`src/rtl/pwm_deadtime_fault_ctrl.sv`:
```
// Per-channel PWM output stage: splits one raw PWM into complementary high/low
// drives with a programmable dead band, and forces both low on a filtered fault.
module pwm_deadtime_fault_ctrl #(
   parameter int DT_W       = 8,
   parameter int FLT_SYNC   = 2,
   parameter int FLT_FILT_W = 4
) (
   input  logic                  wb_clk_i,
   input  logic                  wb_rst_i,
   input  logic                  en,
   input  logic                  pwm_in,
   input  logic [DT_W-1:0]       dead_time,
   input  logic                  fault_in,
   input  logic                  fault_pol,
   input  logic [FLT_FILT_W-1:0] flt_filt,
   input  logic                  fault_clr,
   input  logic                  auto_restart,
   output logic                  pwm0,
   output logic                  pwm1,
   output logic                  fault_o,
   output logic                  fault_irq,
   output logic [2:0]            state_o
);

   typedef enum logic [2:0] {
      ST_OFF   = 3'd0,
      ST_DT    = 3'd1,
      ST_HI    = 3'd2,
      ST_LO    = 3'd3,
      ST_FAULT = 3'd4
   } state_t;

   state_t                state_r;
   state_t                state_nxt_s;
   state_t                phase_s;
   logic [FLT_SYNC-1:0]   sync_r;
   logic [FLT_FILT_W-1:0] filt_cnt_r;
   logic [FLT_FILT_W-1:0] filt_max_s;
   logic [DT_W-1:0]       dt_cnt_r;
   logic                  flt_active_s;
   logic                  fault_det_s;
   logic                  dt_load_s;

   // A zero filter setting behaves like one sample; >= keeps detection sane
   // when flt_filt is lowered below a count already reached.
   assign filt_max_s   = (flt_filt == {FLT_FILT_W{1'b0}}) ? FLT_FILT_W'(1'b1) : flt_filt;
   assign flt_active_s = fault_pol ? sync_r[FLT_SYNC-1] : ~sync_r[FLT_SYNC-1];
   assign fault_det_s  = (filt_cnt_r >= filt_max_s);
   assign phase_s      = pwm_in ? ST_HI : ST_LO;

   // Fault pad synchronizer and saturating consecutive-sample filter
   always_ff @(posedge wb_clk_i) begin
      if (wb_rst_i) begin
         sync_r     <= {FLT_SYNC{1'b0}};
         filt_cnt_r <= {FLT_FILT_W{1'b0}};
      end else begin
         sync_r <= {sync_r[FLT_SYNC-2:0], fault_in};
         if (!flt_active_s) begin
            filt_cnt_r <= {FLT_FILT_W{1'b0}};
         end else if (filt_cnt_r >= filt_max_s) begin
            filt_cnt_r <= filt_max_s;
         end else begin
            filt_cnt_r <= filt_cnt_r + FLT_FILT_W'(1'b1);
         end
      end
   end

   // Next-state decode; fault has top priority, then fault exit, then enable
   always_comb begin
      state_nxt_s = state_r;
      dt_load_s   = 1'b0;
      if (fault_det_s && (state_r != ST_FAULT)) begin
         state_nxt_s = ST_FAULT;
      end else if (state_r == ST_FAULT) begin
         if (!fault_det_s && (fault_clr || auto_restart)) begin
            state_nxt_s = ST_OFF;
         end else begin
            state_nxt_s = ST_FAULT;
         end
      end else if (!en) begin
         state_nxt_s = ST_OFF;
      end else begin
         case (state_r)
            ST_OFF, ST_HI, ST_LO: begin
               // Entering from OFF or leaving a phase both start a dead band
               if ((state_r == ST_OFF) || (state_r != phase_s)) begin
                  if (dead_time == {DT_W{1'b0}}) begin
                     state_nxt_s = phase_s;
                  end else begin
                     state_nxt_s = ST_DT;
                     dt_load_s   = 1'b1;
                  end
               end else begin
                  state_nxt_s = state_r;
               end
            end
            ST_DT: begin
               if (dt_cnt_r <= DT_W'(1'b1)) begin
                  state_nxt_s = phase_s;
               end else begin
                  state_nxt_s = ST_DT;
               end
            end
            default: begin
               state_nxt_s = ST_OFF;
            end
         endcase
      end
   end

   // State, dead-band counter and outputs registered from next-state decode
   always_ff @(posedge wb_clk_i) begin
      if (wb_rst_i) begin
         state_r   <= ST_OFF;
         dt_cnt_r  <= {DT_W{1'b0}};
         pwm0      <= 1'b0;
         pwm1      <= 1'b0;
         fault_o   <= 1'b0;
         fault_irq <= 1'b0;
         state_o   <= 3'd0;
      end else begin
         state_r <= state_nxt_s;
         if (dt_load_s) begin
            dt_cnt_r <= dead_time;
         end else if (state_r == ST_DT) begin
            dt_cnt_r <= dt_cnt_r - DT_W'(1'b1);
         end else begin
            dt_cnt_r <= dt_cnt_r;
         end
         pwm0      <= (state_nxt_s == ST_HI);
         pwm1      <= (state_nxt_s == ST_LO);
         fault_o   <= (state_nxt_s == ST_FAULT);
         fault_irq <= (state_nxt_s == ST_FAULT) && (state_r != ST_FAULT);
         state_o   <= state_nxt_s;
      end
   end

endmodule

```
`config.mk`:
```
export PLATFORM = sky130hd
export DESIGN_NAME = pwm_deadtime_fault_ctrl
export DESIGN_NICKNAME = d
export VERILOG_FILES = /design/src/rtl/pwm_deadtime_fault_ctrl.sv
export SDC_FILE = /design/constraint.sdc
export NUM_CORES = 1
export LEC_CHECK = 0
export ABC_AREA = 1
export BUFFER_PORTS_ARGS = -buffer_cell sky130_fd_sc_hd__buf_4
export CAP_MARGIN = 5
export CORE_ASPECT_RATIO = 1.25
export CORE_MARGIN = 3
export CORE_UTILIZATION = 48
export DETAILED_ROUTE_END_ITERATION = 7
export PLACE_DENSITY = 0.73
export SYNTH_ARGS = -nofsm -noshare
export SYNTH_HDL_FRONTEND = slang
export SYNTH_SLANG_ARGS = --single-unit
```
`constraint.sdc`:
```
create_clock -name wb_clk_i -period 1.8 [get_ports wb_clk_i]
set_clock_uncertainty 0.2 [all_clocks]
set_input_delay 0.09 -clock wb_clk_i [delete_from_list [all_inputs] [get_ports wb_clk_i]]
set_output_delay 0.09 -clock wb_clk_i [all_outputs]
set_load 0.01 [all_outputs]
```
### Word level (Yosys, flattened, before mapping)

Cells that the tools add are included.
W data, S select, Z words.

* input port bits: 20
* register bits: 21

* eq/ne operators: 9
* add/subtract/negate cells: 2
* $lt $le $gt $ge: 2
* bitwise operators: 2
* multiplexer cells: 20
* reduce and logical (&&, ||, !) cells: 12

Operators by type and width (count)
* $mux W8: 2
* $mux W3: 5
* $eq A3 B2 Y1 const B: 4
* $le A8 B1 Y1 const B: 1
* $logic_not A8 Y1: 1
* $mux W1: 8
* $mux W4: 2
* $sub A8 B1 Y8 const B: 1
* $eq A3 B3 Y1 const B: 2
* $pmux W3 S2: 1
* $add A4 B1 Y4 const B: 1
* $ge A4 B4 Y1: 1
* $logic_not A4 Y1: 1
* $mux W2: 2
* $eq A3 B1 Y1 const B: 1
* $logic_and A1 B1 Y1: 3
* $logic_not A3 Y1: 1
* $ne A3 B2 Y1: 1
* $ne A3 B3 Y1 const B: 1
* $reduce_or A3 Y1: 1
* $logic_or A1 B1 Y1: 2
* $not A1 Y1: 2
* $reduce_bool A2 Y1: 1
* $reduce_or A2 Y1: 1
* $logic_not A1 Y1: 1

### Depth between registers and ports, before layout

* word-level depth: 10
* mapped depth: 15

### Least setup slack after synthesis

Ideal clock, no wire load.

* path type: flip-flop to flip-flop
* start: reg filt_cnt_r[3]
* end: reg dt_cnt_r[0]
* setup time: 0.119 ns
* cell stages (with the launch flop): 11
* arrival time: 1.390 ns
* path slack: 0.091 ns
* required time: 1.481 ns
* path through: dfxtp_1 -> ha_1 -> nand2_1 -> clkinv_1 -> nand2_1 -> nand3_1 -> nand2_2 -> nand2_4 -> buf_6 -> o21ai_1 -> a21oi_1

* longest elaborated chain between the ends: 4

Ends and longest elaborated chain
* start: declaration: line 37 `logic [FLT_FILT_W-1:0] filt_cnt_r;`
* start signal: assignment: line 55 `filt_cnt_r <= {FLT_FILT_W{1'b0}};`
* start signal: assignment: line 59 `filt_cnt_r <= {FLT_FILT_W{1'b0}};`
* start signal: assignment: line 61 `filt_cnt_r <= filt_max_s;`
* $ge A4 B4 Y1 (*): line 48 `assign fault_det_s = (filt_cnt_r >= filt_max_s);`
* $logic_and A1 B1 Y1 (*): line 72 `if (fault_det_s && (state_r != ST_FAULT)) begin`
* $mux W1 (*): line 72
* $mux W8 or $reduce_bool A2 Y1 (tied branches)
* end signal: assignment: line 124 `dt_cnt_r <= dead_time;`
* end signal: assignment: line 126 `dt_cnt_r <= dt_cnt_r - DT_W'(1'b1);`
* end signal: assignment: line 128 `dt_cnt_r <= dt_cnt_r;`
* end: declaration: line 39 `logic [DT_W-1:0] dt_cnt_r;`

Every way passes the cells marked *; elsewhere a longest branch is shown, timed or not.
A chain may end at the register's enable or synchronous reset.

### Worst setup path after layout

* start: reg state_r[0]
* end: reg fault_o

* longest elaborated chain between the ends: 8

Ends and longest elaborated chain
* start: declaration: line 33 `state_t state_r;`
* start signal: assignment: line 122 `state_r <= state_nxt_s;`
* $ne A3 B2 Y1 or $logic_not A3 Y1 (tied branches): line 86, 83
* $logic_or A1 B1 Y1: line 86 `if ((state_r == ST_OFF) || (state_r != phase_s)) begin`
* $mux W3: line 86
* $pmux W3 S2: line 83 `case (state_r)`
* $mux W3: line 80 `end else if (!en) begin`
* $mux W3: line 74 `end else if (state_r == ST_FAULT) begin`
* $mux W3 (*): line 72
* $eq A3 B3 Y1 (*): line 132 `fault_o <= (state_nxt_s == ST_FAULT);`
* end signal: assignment: line 132
* end: declaration: line 20 `output logic fault_o,`

Marked as above.

==> flow_metrics.env <==
export IMPL_status="completed"
export IMPL_antenna_found_initial=0
export IMPL_grt_max_degree=15
export IMPL_synth_cell_types=29
export IMPL_min_period_ps=1720
export IMPL_grt_ovfl_total=0
export IMPL_rows=20
export IMPL_num_vias=1354
export IMPL_crit_slowest_cell="dlygate4sd3_1"
export IMPL_worstMarginPinSlew_ps=292
export IMPL_crit_type="reg -> reg"
export IMPL_clk_pin_slew_ps=120
export IMPL_die_area_um2=3410
export IMPL_synth_top_family_by_area="simple AND/OR/NAND/NOR gates"
export IMPL_grt_pass1_vias=1309
export IMPL_routedWlPerCell_um=12.9
export IMPL_start_kind="flop"
export IMPL_hpwl_mm=2.23
export IMPL_die_x_um=52.9
export IMPL_synth_xor_area_frac=0.0532
export IMPL_path_cells="inv_2 -> nand3_2 -> nor3_2 -> dlygate4sd3_1 -> nor2_1 -> nor2_1"
export IMPL_synth_top_area_share=0.319
export IMPL_power_density_nw_per_um2=792
export IMPL_avgSynthCellArea_um2=7.28
export IMPL_nFillCells=182
export IMPL_via_per_inst=5.07
export IMPL_area_growth_syn_to_layout_pct=43.7
export IMPL_synth_edf_count=0
export IMPL_critPathTopFamily="buffers and inverters"
export IMPL_wirelength_mm=3.45
export IMPL_diodes=0
export IMPL_hold_violations=0
export IMPL_start_util=0.521
export IMPL_dr_pass1_iters=4
export IMPL_grt_first_pass_wirelength_mm=5.49
export IMPL_cts_inserted_buffers=3
export IMPL_port_buffers=26
export IMPL_synthSimpleGateAreaFrac=0.349
export IMPL_remaining_drc_errors=0
export IMPL_synth_mux_area_frac=0
export IMPL_arrival_ps=1710
export IMPL_ir_worst_vdd_v=0.000527
export IMPL_hold_path_class="in -> reg"
export IMPL_rsz0062_at_grt="no"
export IMPL_yosys_area_top_type="dfxtp_1"
export IMPL_cp_required_ps=1790
export IMPL_critPathMaxFanout=5
export IMPL_fin_nets=262
export IMPL_max_slew_margin=0.805
export IMPL_ys_seq_elements=21
export IMPL_syn_inst=181
export IMPL_synth_adder_area_share=0.0665
export IMPL_core_area_um2=2530
export IMPL_ys_warnings_count=0
export IMPL_synth_fp_nets=208
export IMPL_gp_congestion=0.783
export IMPL_drv_slew=0
export IMPL_cpMostUsedCell="nor2_1"
export IMPL_cpPeakStageDelay_ps=550
export IMPL_end_kind="flop"
export IMPL_first_iter_violations=41
export IMPL_tritoncts="done"
export IMPL_p_leak_nw=0.881
export IMPL_synthMostInstantiatedCell="nand2_1"
export IMPL_synth_main_ff_cell="dfxtp_1"
export IMPL_cts_root_buf="clkbuf_4"
export IMPL_route_met2_wl_mm=1.89
export IMPL_boundaryPins=27
export IMPL_drive_gt1_frac=0.303
export IMPL_async_reset_ff_frac=0
export IMPL_max_freq_ghz=0.581
export IMPL_ys_seq_area_frac=0.319
export IMPL_setup_violations=0
export IMPL_clk_latency_ps=310
export IMPL_fin_tns_setup_ps=0
export IMPL_track_usage=0.208
export IMPL_clockBufferDepth=2
export IMPL_synth_compound_area_frac=0.123
export IMPL_highest_layer="met4"
export IMPL_syn_area_um2=1320
export IMPL_die_height_um=64.6
export IMPL_synth_area_leaders="dfxtp_1, nand2_1, ha_1"
export IMPL_detail_route_antenna_nets=0
export IMPL_clkSinkCount=21
export IMPL_synth_common_cells="nand2_1, nor2_1, dfxtp_1, inv_1, a21oi_1"
export IMPL_htreeDepth=1
export IMPL_finalCritPeriodShare=0.957
export IMPL_crit_buf_inv=2
export IMPL_dr_wl_met3_um=105
export IMPL_final_util=0.749
export IMPL_drv_cap=0
export IMPL_drt_met1_wl_mm=1.39
==> power breakdown <==
group / switching, mW / total [mW] / internal (mW)
clock network: 0.143 / 0.229 / 0.0864
registers: 0.0613 / 0.590 / 0.528
logic: 0.381 / 0.680 / 0.299
total: 0.585 / 1.50 / 0.914
==> cells in the final DEF (no fill, tap or decap), types with 6 or more instances in the layout <==
| master | instances |
|---|---|
| xor2_1 | 6 |
| a21oi_1 | 12 |
| nor2_1 | 22 |
| nand3b_1 | 6 |
| dfxtp_1 | 15 |
| nand2_1 | 34 |
| nand3_1 | 7 |
| nand3_2 | 9 |
| dlygate4sd3_1 | 19 |
| o21ai_0 | 6 |
| buf_4 | 33 |
| inv_1 | 21 |
==> flip-flops by register name, indices dropped and copies added (netlist names) <==
register and count:
sync_r 2, filt_cnt_r 4, state_r 3, pwm0 1
fault_o 1, pwm1 1, dt_cnt_r 8, fault_irq 1
==> worst min-delay path, stage by stage <==
cell and delay, ps:
buf_4 80, inv_1 40, nor2_1 90, nor2_1 90, o21ai_0 90, a21oi_1 40
==> kinds of logic after synthesis <==
logic type | after synthesis
flip-flops | 21
AO/OA/AOI/OAI | 28
AND/OR/NAND/NOR | 89
XOR/XNOR | 8
buffers and inverters | 28
adder cells (fa/ha/maj) | 7
==> routing by layer <==
metal,up-vias,global-route usage
li1,688,-
met1,633,0.228
met2,25,0.387
met3,8,0.0299
met4,0,0.0799
met5,-,0
==> worst paths after layout <==
path                                 start             to  slack (ps)  cells past startpoint
worst min register to register   sync_r[0]      sync_r[1]         210                      2
worst max register to register  state_r[0]        fault_o          80                      6
worst min-delay path             fault_pol  filt_cnt_r[1]          50                      6
worst max-delay path            state_r[0]        fault_o          80                      6
==> timing repair <==
action / CTS / global route
hold buffers: 19 / 0
endpoints found under the hold margin: 20 / 0
resized for setup: 0 / 18
buffers inserted: 0 / 3
endpoints found under the setup margin: 0 / 17
==> cell type report <==
type / count / area [um^2] / share of cell area
Sequential cell: 21 / 430 / 0.227
Tap cell: 33 / 41.3 / 0.0218
Timing Repair Buffer: 52 / 438 / 0.231
Clock buffer: 4 / 26.3 / 0.0139
Inverter: 24 / 90.1 / 0.0476
Multi-Input combinational cell: 133 / 867 / 0.458
==> per-stage QoR <==
| stage | instances | area, um^2 | setup slack [ps] | total power, mW | hold slack [ps] |
|---|---|---|---|---|---|
| 4_1_cts | 264 | 1790 | 9.90 | 1.45 | 14.3 |
| 3_3_place_gp | 241 | 1580 | 45.8 | 1.17 | 90.7 |
| 2_1_floorplan | 181 | 1320 | 90.8 | 1.02 | -40.9 |
| 5_1_grt | 267 | 1890 | 0.288 | 1.62 | 121 |
| 3_5_place_dp | 241 | 1580 | -1.46 | 1.18 | 107 |
| 6_report | 267 | 1890 | 77.8 | 1.50 | 47.7 |
No activity file was read; power rests on OpenSTA's default activity.
